### config.mk
export PLATFORM = sky130hd
export DESIGN_NAME = pc_sequencer
export DESIGN_NICKNAME = d
export VERILOG_FILES = /design/src/rtl/pc_sequencer.sv
export SDC_FILE = /design/constraint.sdc
export NUM_CORES = 1
export LEC_CHECK = 0
export CORE_MARGIN = 3
export CORE_UTILIZATION = 35
export CTS_CLUSTER_DIAMETER = 30
export CTS_CLUSTER_SIZE = 10
export DETAILED_ROUTE_END_ITERATION = 10
export GPL_TIMING_DRIVEN = 0
export PLACE_DENSITY_LB_ADDON = 0.25
export REMOVE_ABC_BUFFERS = 1
export SLEW_MARGIN = 20
export SYNTH_ARGS = -nofsm -noshare
export SYNTH_HDL_FRONTEND = slang
export SYNTH_SLANG_ARGS = --single-unit
### constraint.sdc
create_clock -name clk -period 3 [get_ports clk]
set_clock_uncertainty 0.05 [all_clocks]
set_input_delay 0.45 -clock clk [delete_from_list [all_inputs] [get_ports clk]]
set_output_delay 0.45 -clock clk [all_outputs]
set_load 0.005 [all_outputs]
### src/rtl/pc_sequencer.sv
// Program-counter sequencer for the fetch front end: holds the PC, selects the next
// fetch address (trap, jump, branch or sequential) and drives a valid/ready fetch request.
module pc_sequencer #(
    parameter int          XLEN       = 32,
    parameter int          STEP       = 4,
    parameter logic [XLEN-1:0] RESET_VEC = 32'h0000_0000,
    parameter logic [XLEN-1:0] TRAP_VEC  = 32'h0000_0100,
    parameter int          ALIGN_BITS = 2
) (
    input  logic            clk,
    input  logic            reset,
    input  logic            halt_req,
    input  logic            resume,
    input  logic            stall,
    input  logic            branch_taken,
    input  logic [XLEN-1:0] branch_target,
    input  logic            jump,
    input  logic [XLEN-1:0] jump_target,
    input  logic            trap,
    input  logic            imem_ready,
    output logic [XLEN-1:0] pc,
    output logic [XLEN-1:0] pc_plus,
    output logic            pc_valid,
    output logic            misalign,
    output logic            halted
);

    if (!((STEP == 1) || (STEP == 2) || (STEP == 4) || (STEP == 8) || (STEP == 16))) begin : g_bad_step
        $error("pc_sequencer: STEP must be a power of two in 1..16");
    end
    if (ALIGN_BITS < 0 || ALIGN_BITS >= XLEN) begin : g_bad_align
        $error("pc_sequencer: ALIGN_BITS must be less than XLEN");
    end

    localparam logic [XLEN-1:0] ALIGN_MASK = XLEN'((64'd1 << ALIGN_BITS) - 64'd1);

    typedef enum logic [1:0] {
        S_BOOT   = 2'd0,
        S_RUN    = 2'd1,
        S_HALTED = 2'd2
    } state_t;

    state_t          r_state;
    logic [XLEN-1:0] r_pc;
    logic            r_pc_valid;
    logic            r_misalign;
    logic            r_halted;

    logic            w_fire;
    logic            w_jb_redirect;
    logic [XLEN-1:0] w_jb_target;
    logic            w_jb_misaligned;
    logic            w_redirect;
    logic [XLEN-1:0] w_run_next_pc;

    assign w_fire          = r_pc_valid & imem_ready;
    assign w_jb_redirect   = jump | branch_taken;
    assign w_jb_target     = jump ? jump_target : branch_target;
    // Misalignment only matters when jump/branch is the winning redirect (not trap).
    assign w_jb_misaligned = !trap && w_jb_redirect && ((w_jb_target & ALIGN_MASK) != '0);
    assign w_redirect      = trap | w_jb_redirect;

    always_comb begin
        w_run_next_pc = r_pc;
        if (trap) begin
            w_run_next_pc = TRAP_VEC;
        end else if (w_jb_redirect) begin
            w_run_next_pc = w_jb_misaligned ? TRAP_VEC : w_jb_target;
        end else if (w_fire && !stall) begin
            w_run_next_pc = pc_plus;
        end
    end

    always_ff @(posedge clk or negedge reset) begin
        if (!reset) begin
            r_state    <= S_BOOT;
            r_pc       <= RESET_VEC;
            r_pc_valid <= 1'b0;
            r_misalign <= 1'b0;
            r_halted   <= 1'b0;
        end else begin
            r_misalign <= 1'b0;
            case (r_state)
                S_BOOT: begin
                    r_state    <= S_RUN;
                    r_pc_valid <= 1'b1;
                end
                S_RUN: begin
                    r_pc       <= w_run_next_pc;
                    r_misalign <= w_jb_misaligned;
                    // Halt once the outstanding fetch is consumed: accepted, or dropped by a redirect.
                    if (halt_req && (w_fire || w_redirect || !r_pc_valid)) begin
                        r_state    <= S_HALTED;
                        r_pc_valid <= 1'b0;
                        r_halted   <= 1'b1;
                    end
                end
                S_HALTED: begin
                    if (trap || resume) begin
                        r_state    <= S_RUN;
                        r_pc_valid <= 1'b1;
                        r_halted   <= 1'b0;
                        if (trap) begin
                            r_pc <= TRAP_VEC;
                        end
                    end
                end
                default: begin
                    r_state    <= S_BOOT;
                    r_pc_valid <= 1'b0;
                    r_halted   <= 1'b0;
                end
            endcase
        end
    end

    assign pc       = r_pc;
    assign pc_plus  = r_pc + XLEN'(STEP);
    assign pc_valid = r_pc_valid;
    assign misalign = r_misalign;
    assign halted   = r_halted;

endmodule

==> run summary, run 1 <==
status: finished, final reports clean
PwrDens: 537 nW/um2
crit path DAT: 2.40 ns
clock share of power: 14.8%
Seq pwr share: 33.0%
Max clock buf depth: 2
clock slew at reported path FFs: 0.08 ns
Post-Layout Cell Count: 587
post-DP HPWL: 7550 um
initial antenna violation count: 0
Port Buffers: 139
Synth cell types: 53
Synth Instances: 345
Max H-tree Level: 2
gr ovfl total: 0
first-pass GRT wire length: 15900 um
Detail Route Antenna Nets: 0
minimum clock period: 2.90 ns
Placed Cells: 562
worst vdd ir: 0.374 mV
CTS tree: done
Skew-Pair Late Insertion Delay: 0.30 ns
Max Fanout on Critical Path: 7
Via density: 5.81
CP endpoint kind: output pin
reg-to-reg endpoint: pc[14]$_DFFE_PN0P_
Seq cells post-synth: 36
multiplexer share of the synthesized area: 0.399%
RePlAce Congestion: 0.820
Post-synth EDFFs: 0
Synth Area in XOR/XNOR: 8.70%
Fin. Hold Viols: 0
Sink Count: 36
internal power: 1560 uW
Total Die Area: 9170 um2
Seq/Total Area, Yosys: 32.0%
Worst Tran Pin Value: 0.701 ns
Avg Cell Area, Syn: 8.17 um2
Slew Limit Fails: 0
Routed WL per cell: 17.8 um
cell taking the most area after synthesis: dfrtp_1
max-cap viol count: 0
Synth Area in Simple Gates: 23.3%
total track usage: 22.2%
Pre-antenna DRT Iters: 4
combinational family with the most area after synthesis: compound AO/OA/AOI/OAI gates
Row Count: 32
placed inst area: 4280 um2
Synth area leaders: dfrtp_1, xnor2_1, a22o_1
ANT cells: 0
Critical Path RT: 2.50 ns
crit share post-route: 96.7%
Switch Pwr: 960 uW
core area: 7770 um2
crit-path cells: ha_2, nand3_4, or3_4, nor2_4, nand2_1, xnor2_1, clkdlybuf4s50_1
Pleak: 0.00196 uW
cells on worst reg2reg path: 7
Synth top area share: 32.0%
Mapped Area: 2820 um2
post-synthesis compound-gate area fraction: 28.6%
final worst setup slack: 0.0994 ns
clk root buf: clkbuf_8
worst slack, placed: -0.239 ns
yosys warns: 0
top_reg_cell synth: dfrtp_1
hold_buf cts: 0
Logic pwr share: 52.2%
Crit path largest cell delay: 0.53 ns
post-route cell area: 4680 um2
Initial Util: 36.3%
CTS Buf Count: 5
Final setup viols: 0
largest net degree at the start of global routing: 36
layout cells sized above 1: 13.4%
initial drt markers: 206
CP Launch Point: pc[3]$_DFFE_PN0P_
reg2reg start: pc_valid$_DFFE_PN0P_
routed via count: 3409
area grow syn2layout: 66.2%
final WL: 10500 um
Reg2Reg Setup Slack: 0.26 ns
crit start category: register
f_max: 345 MHz
final design utilization: 60.3%
Ports: 140
async set-reset flop share out of synthesis: 100%
sw frac: 38.1%
CP max-delay cell: clkdlybuf4s50_1
adder-cell area share of the yosys netlist: 1.78%
vias in the first global route: 3071
HP Class: in -> async
RSZ-0062 raised after global routing: yes
worst hold slack: 0.0348 ns
Die Span X: 95.7 um
critical path class: reg -> out
Die Y: 95.7 um
nets: 561
DR DRC count: 0
Worst slew margin: 53.1%
[power by group through the flow]
stage	Combinational (uW)	Sequential, uW	Clock [uW]
floorplan	503	794	0
global placement	1200	818	0
finish	1310	830	372
CTS	1310	812	373
detailed placement	1250	823	0
global route	1420	857	394
[flip-flops by register name, indices dropped and copies added, names as in the netlist]
name	cells
halted	1
r_state	1
pc	32
pc_valid	1
misalign	1
[critical path: cells and delay by family (launching register included)]
family | cells | cell delay [ns]
buffers and inverters | 1 | 0.53
AND/OR/NAND/NOR | 4 | 0.81
flip-flops | 1 | 0.38
XOR/XNOR | 1 | 0.16
adder cells (fa/ha/maj) | 1 | 0.23
[metrics by stage]
step                      setup TNS, ns  total power (uW)
after detailed placement          -2.58              2080
after global routing            -0.0774              2670
after CTS                       -0.0255              2490
after floorplan                       0              1300
final                                 0              2520
after global placement           -56.73              2020
[logic make-up after synthesis]
logic type	after synthesis
xor+xnor	28
mux	1
buf+inv	36
fa+ha+maj	4
simple gates	128
flops	36
compound gates	112
[synthesized netlist by cell type, types with 10 or more instances]
master	instances
a21oi_1	10
nor2_1	24
o21ai_0	27
a22o_1	18
nand3_1	17
nand4_1	12
xnor2_1	20
a22oi_1	12
clkbuf_1	20
dfrtp_1	36
and3_1	10
nand2_1	33
[area by class of cell]
class / instances / area (um2)
Clock buffer: 6 / 82.6
Sequential cell: 36 / 911
Timing Repair Buffer: 159 / 1580
Fill cell: 695 / 3080
Tap cell: 102 / 128
Multi-Input combinational cell: 273 / 1940
Inverter: 9 / 33.8
Clock inverter: 2 / 10.0
[how the worst max path moves through the flow]
stage	endpoint	slack (ns)	cells after the start
global placement	pc[25]$_DFFE_PN0P_	-1.84	6
detailed placement	pc[23]$_DFFE_PN0P_	-0.24	5
floorplan	pc_plus[23]	0.21	5
finish	pc_plus[26]	0.1	7
CTS	pc_plus[23]	-0.02	7
global route	pc_plus[29]	-0.04	7
[cells in the final DEF, fill, tap and decap left out, drive strengths merged, types with 3 or more instances in the layout]
cell	netlist	final
ha	4	4
inv	9	9
o32a	5	5
nor4	5	5
dfrtp	36	36
nor2	24	24
o311ai	10	10
nor3	7	7
nand4	12	12
a22o	18	18
a22oi	12	12
clkbuf	20	6
a21oi	10	10
and2	3	3
nor3b	3	3
nand2	33	33
o21ai	28	28
and3	10	10
clkdlybuf4s50	0	131
nand3	18	18
or2	3	3
buf	7	22
or3	3	3
a31oi	8	8
xnor2	20	20
xor2	8	8
dlymetal6s2s	0	5
[metal layers]
| metal | up-vias | track usage (%) | routed length, um |
|---|---|---|---|
| li1 | 1590 | - | - |
| met1 | 1651 | 29.2 | 4180 |
| met2 | 146 | 36.8 | 5210 |
| met3 | 22 | 4.38 | 794 |
| met4 | 0 | 6.99 | 282 |
| met5 | - | 0 | 0 |
[timing repair]
action / in CTS / in global routing
pin swaps: 5 / 5
endpoints found under the setup margin: 17 / 36
resized for setup: 19 / 22
setup buffers: 11 / 6
Note: power is estimated with default switching activity, not from simulation.
==> run 2: changes to the inputs <==
--- a/config.mk
+++ b/config.mk
@@ -13,7 +13,6 @@
 export GPL_TIMING_DRIVEN = 0
 export PLACE_DENSITY_LB_ADDON = 0.25
 export REMOVE_ABC_BUFFERS = 1
-export SLEW_MARGIN = 20
 export SYNTH_ARGS = -nofsm -noshare
 export SYNTH_HDL_FRONTEND = slang
 export SYNTH_SLANG_ARGS = --single-unit
==> run 2 against run 1 <==
  * Clock power fell by 1%
  * Sequential cell count did not move
  * Wire length fell by 2.1%
  * Final area fell by 0.56%
  * Die area did not move
  * Final cell count rose by 0.17%
  * Maximum frequency fell by 0.66%
  * Largest power group unchanged
==> run summary, run 2 (synthesized netlist as in run 1, its figures left out) <==
placed inst area: 4270 um2
Die Span X: 95.7 um
largest net degree at the start of global routing: 37
Slew Limit Fails: 0
initial drt markers: 240
hold_buf cts: 0
Pleak: 0.00186 uW
core area: 7770 um2
Sink Count: 36
final WL: 10200 um
DR DRC count: 0
vias in the first global route: 3046
max-cap viol count: 0
ANT cells: 0
clk root buf: clkbuf_8
minimum clock period: 2.92 ns
critical path class: reg -> out
post-DP HPWL: 7460 um
Detail Route Antenna Nets: 0
Worst slew margin: 43.1%
Critical Path RT: 2.50 ns
area of the multi-input gates: 1910 um2
layout cells sized above 1: 14.6%
initial antenna violation count: 0
crit-path cells: buf_4, nand3_1, or3_4, nor4_2, xor2_1, clkdlybuf4s50_1
crit start category: register
area grow syn2layout: 65.2%
Max clock buf depth: 2
Crit path largest cell delay: 0.54 ns
CTS Buf Count: 5
routed via count: 3347
Die Y: 95.7 um
worst vdd ir: 0.352 mV
CP max-delay cell: clkdlybuf4s50_1
Worst Tran Pin Value: 0.853 ns
Max H-tree Level: 2
first-pass GRT wire length: 15800 um
status: finished, final reports clean
gr ovfl total: 0
Routed WL per cell: 17.4 um
f_max: 342 MHz
Fin. Hold Viols: 0
HP Class: in -> async
RePlAce Congestion: 0.820
register area: 918 um2
CP endpoint kind: output pin
reg2reg start: pc_valid$_DFFE_PN0P_
Largest register FFs: 32
total track usage: 22.1%
CP Launch Point: pc[9]$_DFFE_PN0P_
crit path DAT: 2.42 ns
Port Buffers: 139
Ports: 140
post-route cell area: 4660 um2
Initial Util: 36.3%
Skew-Pair Late Insertion Delay: 0.29 ns
Via density: 5.69
Final setup viols: 0
Max Fanout on Critical Path: 6
FILL cells: 687
most frequent cells in the layout: clkdlybuf4s50_1, nand2_1, o21ai_0
Row Count: 32
Total Die Area: 9170 um2
final design utilization: 60.0%
crit share post-route: 97.3%
nets: 562
most common cell after layout, fill and taps aside: clkdlybuf4s50_1
CTS tree: done
PwrDens: 545 nW/um2
clock slew at reported path FFs: 0.08 ns
Pre-antenna DRT Iters: 5
[run 2: per-layer routing]
layer | share of wire, % | routed length (um) | track usage, % | vias up
met1 | 42 | 4300 | 29.1 | 1616
li1 | - | - | - | 1589
met5 | 0 | 0 | 0 | -
met4 | 2.2 | 224 | 6.40 | 0
met2 | 50 | 5090 | 37.0 | 123
met3 | 6.2 | 638 | 3.91 | 19
[run 2: power breakdown]
part,switching (uW),internal [uW]
Sequential,214,619
Clock,184,183
Combinational,554,783
Total,952,1590
[run 2: worst paths after layout]
check                                     end  slack, ns  cells after the start
setup / recovery                  pc_plus[30]       0.08                      6
max in group asynchronous   pc[3]$_DFFE_PN0P_       2.09                      1
hold / removal             pc[22]$_DFFE_PN0P_       0.20                      1
hold reg to reg             pc[1]$_DFFE_PN0P_       0.46                      1
setup reg to reg           pc[25]$_DFFE_PN0P_       0.30                      7
min in group clk            pc[1]$_DFFE_PN0P_       0.46                      1
[run 2: timing repair]
| item | CTS | global route |
|---|---|---|
| gates resized for setup | 25 | 19 |
| hold endpoints to repair | 0 | 0 |
| pin swaps | 5 | 4 |
| setup endpoints to repair | 47 | 42 |
| setup buffers | 6 | 12 |
[run 2: cell type report]
class,count,share of cell area (%)
multi-input cells,273,41.0
repair buffers,160,33.8
flip-flops and latches,36,19.7
well taps,102,2.74
clock buffers,6,1.77
inverters,9,0.725
clock inverters,2,0.215
[run 2: stage by stage]
stage	hold WS [ns]	setup TNS [ns]	power [uW]	setup slack, ns	std cells
2_1_floorplan	0.104	0	1300	0.212	318
3_3_place_gp	0.443	-56.73	2020	-1.84	559
3_5_place_dp	0.451	-35.72	2080	-1.57	562
4_1_cts	0.234	0	2470	0.0129	576
5_1_grt	0.259	-0.0248	2700	-0.0199	588
6_report	0.198	0	2540	0.0800	588
[run 2: critical path, delay by kind of cell, from the launching register on]
family,cells,cell delay [ns]
xor+xnor,1,0.18
buf+inv,2,0.68
flops,1,0.42
simple gates,3,0.86
==> run 3: changes to the inputs <==
==> constraint.sdc (replaced) <==
create_clock -name clk -period 2.4 [get_ports clk]
set_clock_uncertainty 0.05 [all_clocks]
set_input_delay 0.36 -clock clk [delete_from_list [all_inputs] [get_ports clk]]
set_output_delay 0.36 -clock clk [all_outputs]
set_load 0.005 [all_outputs]
==> run 3 against run 2 <==
  * The run now ends with setup timing left
  * Sequential share of layout area shrank 2.2 points
  * Global-route usage is 2.6 points higher
  * Final cell count grew 9.7%
  * Total power up 33%
  * Clock power rose by 27%
  * Die area stayed put
  * Worst setup slack got worse by 0.19 ns
  * Via count rose by 13%
  * Clock-buffer cell count is the same
  * Sequential power increased by 24%
  * Register-to-register slack worse by 0.21 ns
  * Highest routed layer unchanged
==> run summary, run 3 (synthesized netlist as in run 1, its figures left out) <==
Die Span X: 95.7 um
Worst Tran Pin Value: 0.866 ns
Worst slew margin: 42.3%
CTS tree: done
Routed WL per cell: 19.4 um
area grow syn2layout: 87.9%
Skew-Pair Late Insertion Delay: 0.30 ns
Fin. Hold Viols: 0
HP Class: in -> async
crit path DAT: 2.10 ns
Sink Count: 36
RSZ-0062 raised after global routing: yes
final worst setup slack: -0.109 ns
failing checks: setup timing
worst hold slack: 0.105 ns
Critical Path RT: 1.99 ns
Seq pwr share: 30.7%
nets: 619
first-pass GRT wire length: 17700 um
total track usage: 24.7%
Sum Neg Setup Slack: -0.553 ns
sw frac: 39.2%
status: complete, but fails checks
Max clock buf depth: 2
Switch Pwr: 1320 uW
placed inst area: 4270 um2
Final setup viols: 9
Max H-tree Level: 2
post-DP HPWL: 7460 um
Pre-antenna DRT Iters: 5
gr ovfl total: 0
routed via count: 3774
FILL cells: 604
clock slew at reported path FFs: 0.09 ns
internal power: 2050 uW
most frequent cells in the layout: clkdlybuf4s50_1, buf_4, nand2_1
Pleak: 0.00233 uW
most common cell after layout, fill and taps aside: clkdlybuf4s50_1
CP endpoint kind: output pin
Total Die Area: 9170 um2
CP max-delay cell: or3_4
ANT cells: 0
f_max: 399 MHz
crit share post-route: 105%
CP Launch Point: pc[11]$_DFFE_PN0P_
delay-heaviest family, CP: simple AND/OR/NAND/NOR gates
worst vdd ir: 0.430 mV
CTS Buf Count: 5
clk root buf: clkbuf_8
crit-path cells: buf_4, nand3_4, or3_4, buf_4, nor2_4, buf_4, nand2_2, xnor2_2, buf_2
clock share of power: 13.8%
reg2reg start: pc_valid$_DFFE_PN0P_
Ports: 140
Detail Route Antenna Nets: 0
largest net degree at the start of global routing: 37
max-cap viol count: 0
critical path class: reg -> out
Row Count: 32
post-route cell area: 5300 um2
RePlAce Congestion: 0.820
initial drt markers: 255
Logic pwr share: 55.5%
Buf+Inv Stages, Crit Path: 4
Max Fanout on Critical Path: 4
crit start category: register
hold_buf cts: 0
Via density: 5.85
Die Y: 95.7 um
Port Buffers: 139
final WL: 12500 um
initial antenna violation count: 0
layout cells sized above 1: 34.3%
vias in the first global route: 3424
core area: 7770 um2
minimum clock period: 2.51 ns
Largest register FFs: 32
total power: 3370 uW
most used cell, CP: buf_4
Crit path largest cell delay: 0.42 ns
Initial Util: 36.3%
DR DRC count: 0
PwrDens: 636 nW/um2
Slew Limit Fails: 0
-- run 3: repair_timing --
action / CTS / global route
setup buffers: 47 / 27
pin swaps: 20 / 21
gates cloned: 0 / 1
resized for setup: 123 / 60
setup endpoints to repair: 60 / 39
-- run 3: per-layer routing --
metal | up-vias | GRT usage, % | wire length (um) | part of all wire, %
li1 | 1709 | - | - | -
met1 | 1862 | 31.1 | 4920 | 39
met2 | 171 | 42.0 | 6280 | 50
met3 | 32 | 5.32 | 1010 | 8.1
met4 | 0 | 8.06 | 324 | 2.6
met5 | - | 0 | 0 | 0
-- run 3: cell type report --
class                      instances  area [um2]  area share [%]
sequential                        36         927            17.5
inverter                           9        33.8           0.638
tap                              102         128            2.41
clock inverter                     2        10.0           0.189
multi-input combinational        274        2190            41.3
timing repair buffer             216        1930            36.4
clock buffer                       6        82.6            1.56
-- run 3: through the flow --
| step | setup slack, ns | cells | util (%) |
|---|---|---|---|
| 5_1_grt | -0.191 | 645 | 68.2 |
| 3_3_place_gp | -2.35 | 559 | 54.4 |
| 6_report | -0.109 | 645 | 68.2 |
| 2_1_floorplan | -0.298 | 318 | - |
| 3_5_place_dp | -2.08 | 562 | 55.0 |
| 4_1_cts | -0.0868 | 617 | 64.1 |
-- run 3: worst reg2reg max path: stages (launching register included) --
cell and delay, ns:
dfrtp_1 0.46, inv_1 0.10, ha_2 0.27, nor3b_4 0.28
buf_4 0.18, nand3_2 0.38, o21ai_0 0.34, a22o_1 0.19
-- run 3: power groups by stage --
stage / sequential [uW] / combinational [uW] / clock [uW]
after floorplan: 992 / 628 / 0
after global placement: 1020 / 1500 / 0
after detailed placement: 1030 / 1570 / 0
after CTS: 1010 / 1710 / 465
after global routing: 1050 / 2000 / 498
final: 1030 / 1870 / 466
-- run 3: worst paths after layout --
kind | endpoint | slack (ns) | cells past startpoint
worst min-delay path | pc[22]$_DFFE_PN0P_ | 0.10 | 1
worst max-delay path | pc_plus[20] | -0.11 | 9
min in group clk | pc[1]$_DFFE_PN0P_ | 0.46 | 1
max in group asynchronous | pc[18]$_DFFE_PN0P_ | 1.57 | 1
worst max register to register | pc[9]$_DFFE_PN0P_ | 0.09 | 7
worst min register to register | pc[1]$_DFFE_PN0P_ | 0.46 | 1
